--- config.mk ---
export PLATFORM = sky130hd
export DESIGN_NAME = pwm_multichannel
export DESIGN_NICKNAME = d
export VERILOG_FILES = /design/src/rtl/pwm_multichannel.sv
export SDC_FILE = /design/constraint.sdc
export NUM_CORES = 1
export LEC_CHECK = 0
export ABC_AREA = 1
export ABC_CLOCK_PERIOD_IN_PS = 3300
export CAP_MARGIN = 20
export CORE_MARGIN = 2
export CORE_UTILIZATION = 45
export DETAILED_ROUTE_END_ITERATION = 16
export HOLD_SLACK_MARGIN = 0.08
export PLACE_DENSITY = 0.69
export SKIP_CTS_REPAIR_TIMING = 1
export SKIP_LAST_GASP = 1
export SYNTH_ARGS = -nofsm -noshare
export SYNTH_HDL_FRONTEND = slang
export SYNTH_SLANG_ARGS = --single-unit
--- constraint.sdc ---
create_clock -name clk -period 3.3 [get_ports clk]
set_clock_uncertainty 0.05 [all_clocks]
set_input_delay 0.495 -clock clk [delete_from_list [all_inputs] [get_ports clk]]
set_output_delay 0.495 -clock clk [all_outputs]
set_load 0.005 [all_outputs]
--- src/rtl/pwm_multichannel.sv ---
// Multi-channel PWM generator with shared period, prescaler and edge/center counting.
// Duty, period and mode are double-buffered and load only on a period boundary.
module pwm_multichannel #(
   parameter int unsigned NUM_CH  = 16,
   parameter int unsigned CNT_W   = 8,
   parameter int unsigned PRESC_W = 8
) (
   input  logic                    clk,
   input  logic                    rst,
   input  logic [NUM_CH-1:0]       en_out,
   input  logic [NUM_CH-1:0]       en_pwm,
   input  logic [NUM_CH*CNT_W-1:0] duty,
   input  logic [CNT_W-1:0]        period,
   input  logic [PRESC_W-1:0]      prescale,
   input  logic                    center_mode,
   input  logic                    update,
   output logic [NUM_CH-1:0]       out,
   output logic                    period_tick
);

   logic [PRESC_W-1:0]      presc_q, presc_d;
   logic [CNT_W-1:0]        cnt_q, cnt_d, cnt_nat;
   logic                    dir_dn_q, dir_dn_d, dir_nat;
   logic                    pending_q, pending_d;
   logic [NUM_CH*CNT_W-1:0] duty_act_q, duty_sh_q;
   logic [CNT_W-1:0]        period_act_q, period_sh_q;
   logic                    mode_act_q, mode_sh_q;
   logic [NUM_CH-1:0]       out_d;
   logic                    tick, boundary, load;

   always_comb begin
      // >= keeps the prescaler from running away when prescale shrinks below the count
      tick    = (presc_q >= prescale);
      presc_d = tick ? '0 : presc_q + PRESC_W'(1);

      cnt_nat = '0;
      dir_nat = 1'b0;
      if (!mode_act_q) begin
         cnt_nat = (cnt_q >= period_act_q) ? '0 : cnt_q + CNT_W'(1);
      end else if (!dir_dn_q && (cnt_q < period_act_q)) begin
         cnt_nat = cnt_q + CNT_W'(1);
      end else if (cnt_q <= CNT_W'(1)) begin
         cnt_nat = '0;
      end else begin
         cnt_nat = cnt_q - CNT_W'(1);
         dir_nat = 1'b1;
      end

      boundary = tick && (cnt_nat == '0);
      load     = boundary && pending_q;

      cnt_d    = tick ? cnt_nat : cnt_q;
      dir_dn_d = tick ? dir_nat : dir_dn_q;
      if (load) begin
         cnt_d    = '0;
         dir_dn_d = 1'b0;
      end

      pending_d = pending_q;
      if (load) pending_d = 1'b0;
      if (update) pending_d = 1'b1;

      out_d = '0;
      for (int i = 0; i < int'(NUM_CH); i++) begin
         out_d[i] = en_out[i] & (~en_pwm[i] | (cnt_q < duty_act_q[i*CNT_W +: CNT_W]));
      end
   end

   always_ff @(posedge clk) begin
      if (rst) begin
         presc_q      <= '0;
         cnt_q        <= '0;
         dir_dn_q     <= 1'b0;
         pending_q    <= 1'b0;
         duty_act_q   <= '0;
         duty_sh_q    <= '0;
         period_act_q <= '1;
         period_sh_q  <= '1;
         mode_act_q   <= 1'b0;
         mode_sh_q    <= 1'b0;
         out          <= '0;
         period_tick  <= 1'b0;
      end else begin
         presc_q     <= presc_d;
         cnt_q       <= cnt_d;
         dir_dn_q    <= dir_dn_d;
         pending_q   <= pending_d;
         out         <= out_d;
         period_tick <= boundary;
         if (load) begin
            duty_act_q   <= duty_sh_q;
            period_act_q <= period_sh_q;
            mode_act_q   <= mode_sh_q;
         end
         if (update) begin
            duty_sh_q   <= duty;
            period_sh_q <= period;
            mode_sh_q   <= center_mode;
         end
      end
   end

endmodule
==> results of run 1 <==
cell type report:
cell class                 instances  area share (%)
clock buffer                      50           5.359
multi-input combinational       1317           37.96
inverter                         451           8.832
timing repair buffer             229           12.01
clock inverter                    11          0.8229
tap                              455           2.948
sequential                       309           32.07
synth_stat cells:
cell | number | area (um2)
dfxtp_1 | 309 | 6186
nor2_2 | 1 | 6.260
buf_2 | 34 | 170.2
nand2_1 | 398 | 1494
o211ai_1 | 28 | 210.2
mux2i_1 | 1 | 10.01
nor2_1 | 164 | 615.6
xnor2_1 | 2 | 17.52
nor4_1 | 1 | 6.260
nor2_4 | 4 | 45.04
xor2_1 | 8 | 70.07
a21oi_2 | 2 | 17.52
mux2_2 | 4 | 45.04
a21o_1 | 1 | 7.510
buf_6 | 11 | 123.9
nor3_4 | 1 | 16.27
nand3_1 | 36 | 180.2
nand4_1 | 170 | 1064
ha_1 | 132 | 1652
nand3_2 | 1 | 10.01
or2_2 | 1 | 6.260
buf_4 | 4 | 30.03
clkbuf_1 | 58 | 217.7
inv_2 | 64 | 240.2
o21ai_0 | 138 | 690.7
a21boi_0 | 12 | 90.09
inv_1 | 387 | 1453
nor3_1 | 2 | 10.01
buf_1 | 24 | 90.09
a21oi_1 | 209 | 1046
o21a_1 | 1 | 7.510
critical path: stages, from the launching register on:
cell and delay (ps):
dfxtp_1 340, inv_1 60, ha_1 290, nand2_1 70
nor2_1 160, nand2_1 210, buf_4 220, nand4_1 190
a21oi_1 70, a21oi_1 210, nand2_1 130, nor2_4 170
clkbuf_16 380, nand4_1 190, nand2_1 110, nor2_1 40
registers in the layout, summed over array words and instances, names as in the netlist:
signal,cells
pending_q,1
mode_act_q,1
duty_sh_q,128
cnt_q,8
mode_sh_q,1
presc_q,8
out,16
period_act_q,8
duty_act_q,128
period_tick,1
dir_dn_q,1
period_sh_q,8
power by group:
| group | internal (mW) | switching (mW) | leakage, nW | total, mW |
|---|---|---|---|---|
| registers | 3.86 | 0.0507 | 2.53 | 3.91 |
| clock network | 2.49 | 1.53 | 0.591 | 4.02 |
| logic | 0.320 | 0.338 | 5.66 | 0.658 |
| total | 6.67 | 1.92 | 8.78 | 8.59 |
path summary, 6_finish.rpt:
check                  startpoint             end  slack, ps  cells after the start
setup / recovery  period_act_q[7]  duty_act_q[99]        210                     15
setup reg to reg  period_act_q[7]  duty_act_q[99]        210                     15
hold reg to reg     duty_sh_q[75]   duty_sh_q[75]        400                      2
hold / removal      duty_sh_q[75]   duty_sh_q[75]        400                      2
routing by layer:
| layer | track usage (%) | up-vias | part of all wire [%] |
|---|---|---|---|
| li1 | - | 7320 | - |
| met1 | 26.95 | 6496 | 44 |
| met5 | 0 | - | 0 |
| met3 | 3.268 | 69 | 4.4 |
| met4 | 6.036 | 0 | 2.3 |
| met2 | 38.79 | 282 | 49 |
through the flow:
stage	util [%]	setup slack [ps]
2_1_floorplan	-	593.3
6_report	55.76	211.5
3_3_place_gp	52.28	139.5
3_5_place_dp	52.28	115.4
5_1_grt	55.76	-36.49
4_1_cts	55.72	94.88
cells by family after synthesis:
| group | share of synthesized area, % |
|---|---|
| simple gates | 21.82 |
| buf+inv | 14.69 |
| compound gates | 13.08 |
| flops | 39.08 |
| fa+ha+maj | 10.43 |
| xor+xnor | 0.5534 |
| mux | 0.3478 |
==> impl_metrics.ini, run 1 <==
[final_layout]
multi_input_comb_area_um2 = 7330
diodes = 0
area_growth_syn_to_layout_pct = 22.00
layout_common_cells = nand2_1, inv_1, dfxtp_1
fin_nets = 2655
fillers = 3232
layout.cells.non_filler = 2822
seq_area_um2 = 6193
design_area_um2 = 19310
layout_commonest_cell = nand2_1
drive_gt1_share_pct = 7.267

[synth]
synth.avg_cell_area_um2 = 7.168
ys_seq_area_share_pct = 39.08
syn_area_um2 = 15830
synth_cells = 2208
yosysWarnings = 0
ys_types = 31
synth_seq_cells = 309
synth_nets = 2520

[route]
viasPerCell = 5.020
post_drt_wl_per_cell_um = 14.08
drt-initial-drc-count = 710
antenna_left = 0
drc = 0
routed_wl_um = 39730
drt_first_pass_iters = 5
vias = 14170

[floorplan]
pin_count = 197
std_cell_rows = 68
core_um2 = 34630
dieArea_um2 = 36690
die_y_um = 191.5
die_w_um = 191.5
start_util_pct = 45.71

[worst_setup_path]
cp-end-kind = register
critical_path_class = register to register
critPathMaxFanout = 102
cp.arrival_ps = 3450
worstPathRequired_ps = 3660
critPathLaunchType = register

[clock_tree]
tritoncts = done
clk_pin_slew_worst_paths_ps = 60
root_buffer = clkbuf_16
clockBufferDepth = 3
h-tree-depth = 2
clk_latency_ps = 510
cts.sinks = 309
cts_buffers = 35

[run]
maxCapViolCount = 0

[place]
gpl.final_weighted_congestion = 0.8256
place_hpwl_um = 26000
placed_area_um2 = 18100
port_buffers = 196
dp.cells = 2761

[pwr]
p_leak_nw = 8.780
irDropWorstVdd_mv = 0.3636
power_mw = 8.591
power_density_nw_per_um2 = 444.9

[timing]
whs_ps = 402.3
rsz0062_at_grt = yes
hold_viol = 0
tightest_slew_ps = 672.4
finalSetupTns_ps = 0
finalCriticalPeriod_ps = 3089
fmax_ghz = 0.3238
maxSlewHeadroom_pct = 55.17
setup_violations = 0
report.final.slew_viol_count = 0
fin_crit_sh_pct = 93.59

[worst_hold_path]
hold_class = register to register

[global_route]
overflow = 0
grt_max_degree = 103
antenna_found_initial = 0
grt_usage_pct = 21.69
grt_first_pass_wirelength_um = 65330
grt_pass1_vias = 13770

[status]
status = finished clean
No activity file was read; power rests on OpenSTA's default activity.
==> inputs of run 2 (changes only) <==
Settings changed: SLEW_MARGIN from default to 20.
==> results of run 2 <==
The final DEF is identical to that of run 1; final timing and power are the same.
==> inputs of run 3 (changes only) <==
Settings changed: ABC_CLOCK_PERIOD_IN_PS 3300 to default.
==> results of run 3 <==
The final DEF is identical to that of run 1; final timing and power are the same.
